**config.mk**
```make
export PLATFORM = sky130hd
export DESIGN_NAME = bch_eras_source_flat
export DESIGN_NICKNAME = d
export VERILOG_FILES = /design/src/rtl/bch_eras_source_if.sv /design/src/rtl/bch_eras_source.sv /design/src/flat_wrapper.sv
export SDC_FILE = /design/constraint.sdc
export NUM_CORES = 1
export LEC_CHECK = 0
export ABC_AREA = 1
export CORE_MARGIN = 4
export CORE_UTILIZATION = 54
export CTS_CLUSTER_SIZE = 30
export DETAILED_ROUTE_END_ITERATION = 10
export PLACE_DENSITY = 0.81
export SKIP_LAST_GASP = 1
export SLEW_MARGIN = 10
export SYNTH_ARGS = -nofsm -noshare
export SYNTH_HDL_FRONTEND = slang
export SYNTH_SLANG_ARGS = --single-unit
```
**constraint.sdc**
```tcl
create_clock -name iclk -period 4.4 [get_ports iclk]
set_clock_uncertainty 0.1 [all_clocks]
set_input_delay 0.44 -clock iclk [delete_from_list [all_inputs] [get_ports iclk]]
set_output_delay 0.44 -clock iclk [all_outputs]
set_load 0.01 [all_outputs]
```
**src/rtl/bch_eras_source_if.sv**
```systemverilog
// Stream and RAM-write bundle of the BCH erasure input stage.
// master = upstream source / testbench side, slave = bch_eras_source.
interface bch_eras_source_if #(
  parameter int m     = 4,
  parameter int ptr_w = 1
);
  // input stream and buffer handshake
  logic             isop;
  logic             ival;
  logic             ieop;
  logic             idat;
  logic             iera;
  logic             ordy;
  logic             irelease;
  // RAM write port
  logic             owrite;
  logic [m-1:0]     owaddr;
  logic [ptr_w-1:0] owptr;
  logic [1:0]       owdat;
  logic             owdat_nfixed;
  // decoder stream
  logic             osop;
  logic             oval;
  logic             oeop;
  logic [1:0]       odat;
  // frame status
  logic             odone;
  logic [ptr_w-1:0] optr;
  logic [m-1:0]     oeras_num;
  logic             oerr;

  modport master (
    output isop, ival, ieop, idat, iera, irelease,
    input  ordy, owrite, owaddr, owptr, owdat, owdat_nfixed,
    input  osop, oval, oeop, odat, odone, optr, oeras_num, oerr
  );

  modport slave (
    input  isop, ival, ieop, idat, iera, irelease,
    output ordy, owrite, owaddr, owptr, owdat, owdat_nfixed,
    output osop, oval, oeop, odat, odone, optr, oeras_num, oerr
  );
endinterface

```
**src/rtl/bch_eras_source.sv**
```systemverilog
// Erasure input stage for the two parallel BCH decoders.
// Writes each frame into a multi-buffer RAM as erasures->0 / erasures->1 /
// raw images, streams the two filled copies to the decoders and reports
// buffer pointer plus saturated erasure count when a frame is complete.
module bch_eras_source #(
  parameter int m     = 4,
  parameter int n     = 15,
  parameter int d     = 7,
  parameter int ptr_w = 1
)(
  input  logic              iclk,
  input  logic              ireset_n,
  input  logic              iclkena,
  bch_eras_source_if.slave  bus
);

  localparam int             NBUF   = 2**ptr_w;
  localparam logic [ptr_w:0] NBUF_L = (ptr_w+1)'(NBUF);
  localparam logic [m-1:0]   LAST   = m'(n-1);
  localparam logic [m-1:0]   SAT    = m'(d-1);

  // bit [0]: erasure forced to 0, bit [1]: erasure forced to 1
  function automatic logic [1:0] map_bits(input logic dat, input logic era);
    return era ? 2'b10 : {dat, dat};
  endfunction

  logic [m-1:0]     cnt_q, cnt_d;
  logic [m-1:0]     eras_q, eras_d;
  logic [ptr_w-1:0] wptr_q, wptr_d;
  logic [ptr_w:0]   used_q, used_d;
  logic             close_q;

  logic             owrite_q, osop_q, oeop_q, nfixed_q, odone_q, oerr_q, ordy_q;
  logic [m-1:0]     owaddr_q, oeras_q;
  logic [ptr_w-1:0] owptr_q, optr_q;
  logic [1:0]       owdat_q;

  logic             accept_s, last_s, close_s, err_s, rel_s;
  logic [m-1:0]     idx_s, eras_base_s, eras_new_s;

  // Accept decode, bit index, erasure count, framing errors and occupancy next-state
  always_comb begin
    accept_s    = bus.ival & ordy_q & iclkena;
    rel_s       = bus.irelease & iclkena;
    idx_s       = bus.isop ? {m{1'b0}} : cnt_q;
    last_s      = (idx_s == LAST);
    close_s     = accept_s & last_s;
    eras_base_s = bus.isop ? {m{1'b0}} : eras_q;
    if (bus.iera && (eras_base_s < SAT)) begin
      eras_new_s = eras_base_s + m'(1);
    end else begin
      eras_new_s = eras_base_s;
    end
    // restart mid-frame, missing eop on the closing bit, or eop too early
    err_s = (bus.isop & (cnt_q != {m{1'b0}})) | (last_s ^ bus.ieop);

    cnt_d  = cnt_q;
    eras_d = eras_q;
    wptr_d = wptr_q;
    if (accept_s) begin
      if (last_s) begin
        cnt_d  = {m{1'b0}};
        eras_d = {m{1'b0}};
        wptr_d = wptr_q + ptr_w'(1);
      end else begin
        cnt_d  = idx_s + m'(1);
        eras_d = eras_new_s;
      end
    end else begin
      cnt_d  = cnt_q;
    end

    used_d = used_q;
    if (close_s && !rel_s) begin
      used_d = used_q + (ptr_w+1)'(1);
    end else if (rel_s && !close_s && (used_q != {(ptr_w+1){1'b0}})) begin
      used_d = used_q - (ptr_w+1)'(1);
    end else begin
      used_d = used_q;
    end
  end

  // Frame state, occupancy and all registered outputs; everything holds while iclkena is low
  always_ff @(posedge iclk or negedge ireset_n) begin
    if (!ireset_n) begin
      cnt_q    <= {m{1'b0}};
      eras_q   <= {m{1'b0}};
      wptr_q   <= {ptr_w{1'b0}};
      used_q   <= {(ptr_w+1){1'b0}};
      close_q  <= 1'b0;
      owrite_q <= 1'b0;
      owaddr_q <= {m{1'b0}};
      owptr_q  <= {ptr_w{1'b0}};
      owdat_q  <= 2'b00;
      nfixed_q <= 1'b0;
      osop_q   <= 1'b0;
      oeop_q   <= 1'b0;
      odone_q  <= 1'b0;
      optr_q   <= {ptr_w{1'b0}};
      oeras_q  <= {m{1'b0}};
      oerr_q   <= 1'b0;
      ordy_q   <= 1'b1;
    end else if (iclkena) begin
      cnt_q    <= cnt_d;
      eras_q   <= eras_d;
      wptr_q   <= wptr_d;
      used_q   <= used_d;
      close_q  <= close_s;
      ordy_q   <= (used_d < NBUF_L);
      owrite_q <= accept_s;
      osop_q   <= accept_s & bus.isop;
      oeop_q   <= accept_s & bus.ieop;
      oerr_q   <= accept_s & err_s;
      odone_q  <= close_q;
      if (accept_s) begin
        owaddr_q <= idx_s;
        owptr_q  <= wptr_q;
        owdat_q  <= map_bits(bus.idat, bus.iera);
        nfixed_q <= bus.idat;
      end
      if (close_s) begin
        optr_q  <= wptr_q;
        oeras_q <= eras_new_s;
      end
    end
  end

  assign bus.ordy         = ordy_q;
  assign bus.owrite       = owrite_q;
  assign bus.owaddr       = owaddr_q;
  assign bus.owptr        = owptr_q;
  assign bus.owdat        = owdat_q;
  assign bus.owdat_nfixed = nfixed_q;
  assign bus.osop         = osop_q;
  assign bus.oval         = owrite_q;
  assign bus.oeop         = oeop_q;
  assign bus.odat         = owdat_q;
  assign bus.odone        = odone_q;
  assign bus.optr         = optr_q;
  assign bus.oeras_num    = oeras_q;
  assign bus.oerr         = oerr_q;

endmodule

```
**src/flat_wrapper.sv**
```systemverilog
// flat-port wrapper written by rule: the top's interface ports become plain ports
module bch_eras_source_flat 
#(
  parameter int m     = 4,
  parameter int n     = 15,
  parameter int d     = 7,
  parameter int ptr_w = 1
)
  (iclk, ireset_n, iclkena, bus_isop, bus_ival, bus_ieop, bus_idat, bus_iera, bus_irelease, bus_ordy, bus_owrite, bus_owaddr, bus_owptr, bus_owdat, bus_owdat_nfixed, bus_osop, bus_oval, bus_oeop, bus_odat, bus_odone, bus_optr, bus_oeras_num, bus_oerr);
  bch_eras_source_if #(.m(m), .ptr_w(ptr_w)) bus_i ();
  input  logic iclk;
  input  logic ireset_n;
  input  logic iclkena;
  input wire logic [$bits(bus_i.isop)-1:0] bus_isop;
  input wire logic [$bits(bus_i.ival)-1:0] bus_ival;
  input wire logic [$bits(bus_i.ieop)-1:0] bus_ieop;
  input wire logic [$bits(bus_i.idat)-1:0] bus_idat;
  input wire logic [$bits(bus_i.iera)-1:0] bus_iera;
  input wire logic [$bits(bus_i.irelease)-1:0] bus_irelease;
  output wire logic [$bits(bus_i.ordy)-1:0] bus_ordy;
  output wire logic [$bits(bus_i.owrite)-1:0] bus_owrite;
  output wire logic [$bits(bus_i.owaddr)-1:0] bus_owaddr;
  output wire logic [$bits(bus_i.owptr)-1:0] bus_owptr;
  output wire logic [$bits(bus_i.owdat)-1:0] bus_owdat;
  output wire logic [$bits(bus_i.owdat_nfixed)-1:0] bus_owdat_nfixed;
  output wire logic [$bits(bus_i.osop)-1:0] bus_osop;
  output wire logic [$bits(bus_i.oval)-1:0] bus_oval;
  output wire logic [$bits(bus_i.oeop)-1:0] bus_oeop;
  output wire logic [$bits(bus_i.odat)-1:0] bus_odat;
  output wire logic [$bits(bus_i.odone)-1:0] bus_odone;
  output wire logic [$bits(bus_i.optr)-1:0] bus_optr;
  output wire logic [$bits(bus_i.oeras_num)-1:0] bus_oeras_num;
  output wire logic [$bits(bus_i.oerr)-1:0] bus_oerr;
  assign bus_i.isop = bus_isop;
  assign bus_i.ival = bus_ival;
  assign bus_i.ieop = bus_ieop;
  assign bus_i.idat = bus_idat;
  assign bus_i.iera = bus_iera;
  assign bus_i.irelease = bus_irelease;
  assign bus_ordy = bus_i.ordy;
  assign bus_owrite = bus_i.owrite;
  assign bus_owaddr = bus_i.owaddr;
  assign bus_owptr = bus_i.owptr;
  assign bus_owdat = bus_i.owdat;
  assign bus_owdat_nfixed = bus_i.owdat_nfixed;
  assign bus_osop = bus_i.osop;
  assign bus_oval = bus_i.oval;
  assign bus_oeop = bus_i.oeop;
  assign bus_odat = bus_i.odat;
  assign bus_odone = bus_i.odone;
  assign bus_optr = bus_i.optr;
  assign bus_oeras_num = bus_i.oeras_num;
  assign bus_oerr = bus_i.oerr;
  bch_eras_source #(.m(m), .n(n), .d(d), .ptr_w(ptr_w)) u_core (.iclk(iclk), .ireset_n(ireset_n), .iclkena(iclkena), .bus(bus_i));
endmodule
```
# Yosys cells after proc, flatten, opt, wreduce, memory -nomap -nowiden
# Index checks and enable logic that the tools add are counted.
classes:
  n_eq_ne: 1
  n_reduce_logical: 11
  bitwise: 10
  n_addsub: 5
  n_lt_le_gt_ge: 2
  muxes: 8
op_table:
  columns: ["operator", "count"]
  rows:
  - ["4-bit 2-to-1 mux", 5]
  - ["4-bit by 1-bit adder with 4-bit output, second input constant", 2]
  - ["1-bit AND", 8]
  - ["2-bit 2-to-1 mux", 3]
  - ["4-bit == test, second input constant", 1]
  - ["1-bit logical AND", 4]
  - ["4-bit by 3-bit less-than comparator with 1-bit output, second input constant", 1]
  - ["2-bit AND reduction", 2]
  - ["4-bit nonzero test", 1]
  - ["3-bit AND reduction", 1]
  - ["2-bit by 1-bit adder with 2-bit output, second input constant", 1]
  - ["1-bit logical NOT", 2]
  - ["2-bit less-than comparator, second input constant", 1]
  - ["2-bit nonzero test", 1]
  - ["2-bit by 1-bit subtractor with 2-bit output, second input constant", 1]
  - ["1-bit adder, second input constant", 1]
  - ["1-bit bitwise OR", 1]
  - ["1-bit bitwise XOR", 1]
totals:
  out_inout_bits: 22
  register_bits: 31
  in_bits: 9
  wordCells: 54

# Logic depth before layout (Yosys ltp)
depth:
  ltp_word: 9
  mapped_depth: 10
  mapped_depth_nobuf: 9

# Worst setup path after synthesis
# OpenSTA, ideal clock, no wires.
synth_path:
  kind: "input to register"
  start: "input bus_isop"
  end: "register u_core.eras_q[2]"
  path_buffers: 1
  setup_slack_ns: 2.812
  cell_stages: 10
  t_required_ns: 4.217
  arrival_ns: 1.406
  setup_time_ns: 0.083
  cell_sequence: "buf_6 inv_8 nand2_1 inv_1 ha_1 xnor2_1 inv_1 o21ai_0 nand2_1 o21ai_0"
synth_between:
  elab_chain_cells: 5
  elab_cells_between_ends: 8
synth_lines:
  columns: ["item", "line", "source"]
  rows:
  - ["start, declared", "flat_wrapper.sv:14", "input wire logic [$bits(bus_i.isop)-1:0] bus_isop;"]
  - ["4-bit 2-to-1 mux", "bch_eras_source.sv:48", "eras_base_s = bus.isop ? {m{1'b0}} : eras_q;"]
  - ["4-bit by 3-bit less-than comparator with 1-bit output", "bch_eras_source.sv:49", "if (bus.iera && (eras_base_s < SAT)) begin"]
  - ["1-bit logical AND", "bch_eras_source.sv:49", null]
  - ["4-bit 2-to-1 mux", "bch_eras_source.sv:49", null]
  - ["4-bit 2-to-1 mux (*)", "bch_eras_source.sv:61", "if (last_s) begin"]
  - ["end signal, assigned", "bch_eras_source.sv:87", "eras_q <= {m{1'b0}};"]
  - ["end signal, assigned", "bch_eras_source.sv:105", "eras_q <= eras_d;"]
  - ["end, declared", "bch_eras_source.sv:28", "logic [m-1:0] eras_q, eras_d;"]
# Every way passes the cells marked *; elsewhere a longest branch is shown, timed or not.
# A chain may end at the register's enable or synchronous reset.

# Worst setup path in the final report
# Same ends and word-level chain as after synthesis.

==> impl_metrics.ini <==
[sta]
hold_viol_final = 0
max_freq_ghz = 0.4854
period_share_pct = 46.82
setup_tns_ns = 0
finalSetupViolations = 0
setup_slack_ns = 2.340
timing.hold.ws_ns = 0.3786
drv_slew = 0
rsz0062_at_grt = false
fin_crit_ns = 2.060
max_slew_margin_pct = 70.55
tightest_slew_ns = 0.4404

[setup_path]
reg2regPathDepth = 6
crit-reg2reg-launch = u_core.bus.ordy
cp-end-kind = flop
regToRegSetupSlack_ns = 2.68
rr_endpoint = u_core.cnt_q[3]
required_ns = 4.55
start_kind = primary input
endpoint = u_core.eras_q[2]
cp_max_fo = 9
crit_type = in -> reg
cp.arrival_ns = 2.21
critPathLaunch = bus_isop

[layout]
final_core_util_pct = 68.60
num-fill-cells = 226
diodes = 0
syn_to_final_growth_pct = 22.17
drive_gt1_share_pct = 10.29
nNetsFinal = 214

[clock_tree]
cts_setup_buffers = 0
path_clk_slew_ns = 0.09
cts_resized = 0
hold_buffers = 0
cts_buffers = 5
numClockSinks = 31
root_buffer = clkbuf_4
max-clock-path-buffers = 2
cts_tree = built
clk_latency_ns = 0.33
htree_levels = 2

[floorplanning]
initial_utilization_pct = 56.16
core_um2 = 2734
dieArea_um2 = 3760
rows = 19
chipWidth_um = 61.32
ios = 31
die_y_um = 61.32

[synthesis]
ys.flop_type = dfrtp_1
ys_ff_latch = 31
mappedNetlistArea_um2 = 1535
synth.most_common_cell = nand2_1
synthArstFlopShare_pct = 100.0
avgSynthCellArea_um2 = 8.926
synth_nets = 183
yosysWarningCount = 0
synth_cell_types = 30
netlist_top_cells_count = nand2_1 (55), dfrtp_1 (30), inv_1 (19)
synth_seq_area_share_pct = 50.61
yosysTopAreaCell = dfrtp_1
synth-edff-count = 0
syn-instance-count = 172
yosys-top-cells-area = dfrtp_1 (49%), nand2_1 (13%), o21ai_0 (5.5%)
synth_top_area_share_pct = 48.90

[pwr]
power_frac_comb_pct = 39.4
clkPwrFrac_pct = 15.9
p_seq_share_pct = 44.8
switching_share_pct = 35.09
peakVddDrop_v = 0.0004062
power_density_nw_per_um2 = 511.3
leakage_nw = 0.9469
p_sw_w = 0.0003364
p_int_w = 0.0006224

[grt]
grt_pass1_vias = 1143
grt_pass1_wl_mm = 5.195
grt_usage_pct = 19.55
globalRouteOverflowTotal = 0
grt_max_degree = 32
antenna_found_initial = 0

[route]
drtAntennaViolNets = 0
wirelength_mm = 3.010
drt_first_pass_iters = 4
route.detailed.drc = 0
vias = 1222
drtIter0Drc = 57
via_per_inst = 5.200
detail_route.wl_per_cell_um = 12.81

[placement]
gp_congestion = 0.8230
dp_hpwl_mm = 2.261
dp_slack_ns = 2.016
io_buffers = 30

[run]
max-cap-violations = 0

[worst_hold_path]
hold_path_class = reg -> reg

[outcome]
status = finished clean
-- worst min path at each step --
stage                                        from                          to  slack, ns  cells after the start
after floorplan                          ireset_n  asynchronous set/reset pin       0.04                      0
after global placement    u_core.bus.owdat_nfixed     u_core.bus.owdat_nfixed       0.35                      2
after detailed placement     u_core.bus.owaddr[1]        u_core.bus.owaddr[1]       0.36                      2
after CTS                    u_core.bus.owaddr[1]        u_core.bus.owaddr[1]       0.38                      2
after global routing                     ireset_n             u_core.cnt_q[2]       0.40                      2
final                        u_core.bus.owaddr[1]        u_core.bus.owaddr[1]       0.38                      2
-- metal layers --
| metal | wire [um] | part of all wire [%] | global-route usage (%) |
|---|---|---|---|
| met5 | 0 | 0 | 0 |
| met4 | 80 | 2.7 | 12.07 |
| met3 | 166 | 5.5 | 5.241 |
| met2 | 1395 | 46 | 29.91 |
| met1 | 1368 | 45 | 24.60 |
-- power groups by stage --
stage / clock, W / combinational (W) / sequential [W]
2_1_floorplan: 0 / 0.000201 / 0.000451
3_3_place_gp: 0 / 0.000369 / 0.000430
3_5_place_dp: 0 / 0.000382 / 0.000434
4_1_cts: 0.000161 / 0.000383 / 0.000429
5_1_grt: 0.000175 / 0.000423 / 0.000441
6_report: 0.000152 / 0.000378 / 0.000429
-- sequential cells by signal (all words and copies together), names as in the netlist, 2 cells and up, named ones only --
name                  count
u_core.bus.oeras_num      4
u_core.bus.odat           2
u_core.bus.owaddr         4
u_core.eras_q             4
u_core.cnt_q              4
-- cells in the final DEF, fill, tap and decap left out, drive strengths merged --
cell,instances
nor2,12
xnor2,2
dfrtp,30
o21ai,21
dfstp,1
clkbuf,8
inv,22
clkinv,1
nand2,56
ha,2
o22ai,3
o21a,1
a21oi,1
o31ai,1
a211oi,1
buf,1
xor2,2
nand3,7
nand4,1
o211ai,1
clkdlybuf4s50,30
-- layout make-up --
cell class | count | area, um2 | share of cell area [%]
Sequential cell | 31 | 777.0 | 41.43
Multi-Input combinational cell | 111 | 604.3 | 32.22
Timing Repair Buffer | 31 | 307.8 | 16.41
Inverter | 23 | 98.84 | 5.270
Clock buffer | 8 | 48.80 | 2.602
Tap cell | 31 | 38.79 | 2.068
-- stage by stage --
stage,instances,cell area (um2),total power (W)
floorplan,172,1535,0.0006522
global placement,227,1827,0.0007984
detailed placement,227,1827,0.0008161
CTS,235,1876,0.0009731
global route,235,1876,0.001039
finish,235,1876,0.0009589
-- logic make-up after synthesis --
logic type / synth area share, %
AO/OA/AOI/OAI: 11.08
flip-flops: 50.61
AND/OR/NAND/NOR: 24.37
adder cells (fa/ha/maj): 1.630
buffers and inverters: 10.02
XOR/XNOR: 2.282
-- critical path: stages --
cell and delay, ns:
clkdlybuf4s50_1 0.74, inv_8 0.07, nand2_1 0.12, inv_1 0.06, ha_1 0.20, xnor2_1 0.14, inv_1 0.05, o21ai_0 0.22
nand2_1 0.08, o21ai_0 0.09
No activity file was read; power rests on OpenSTA's default activity.
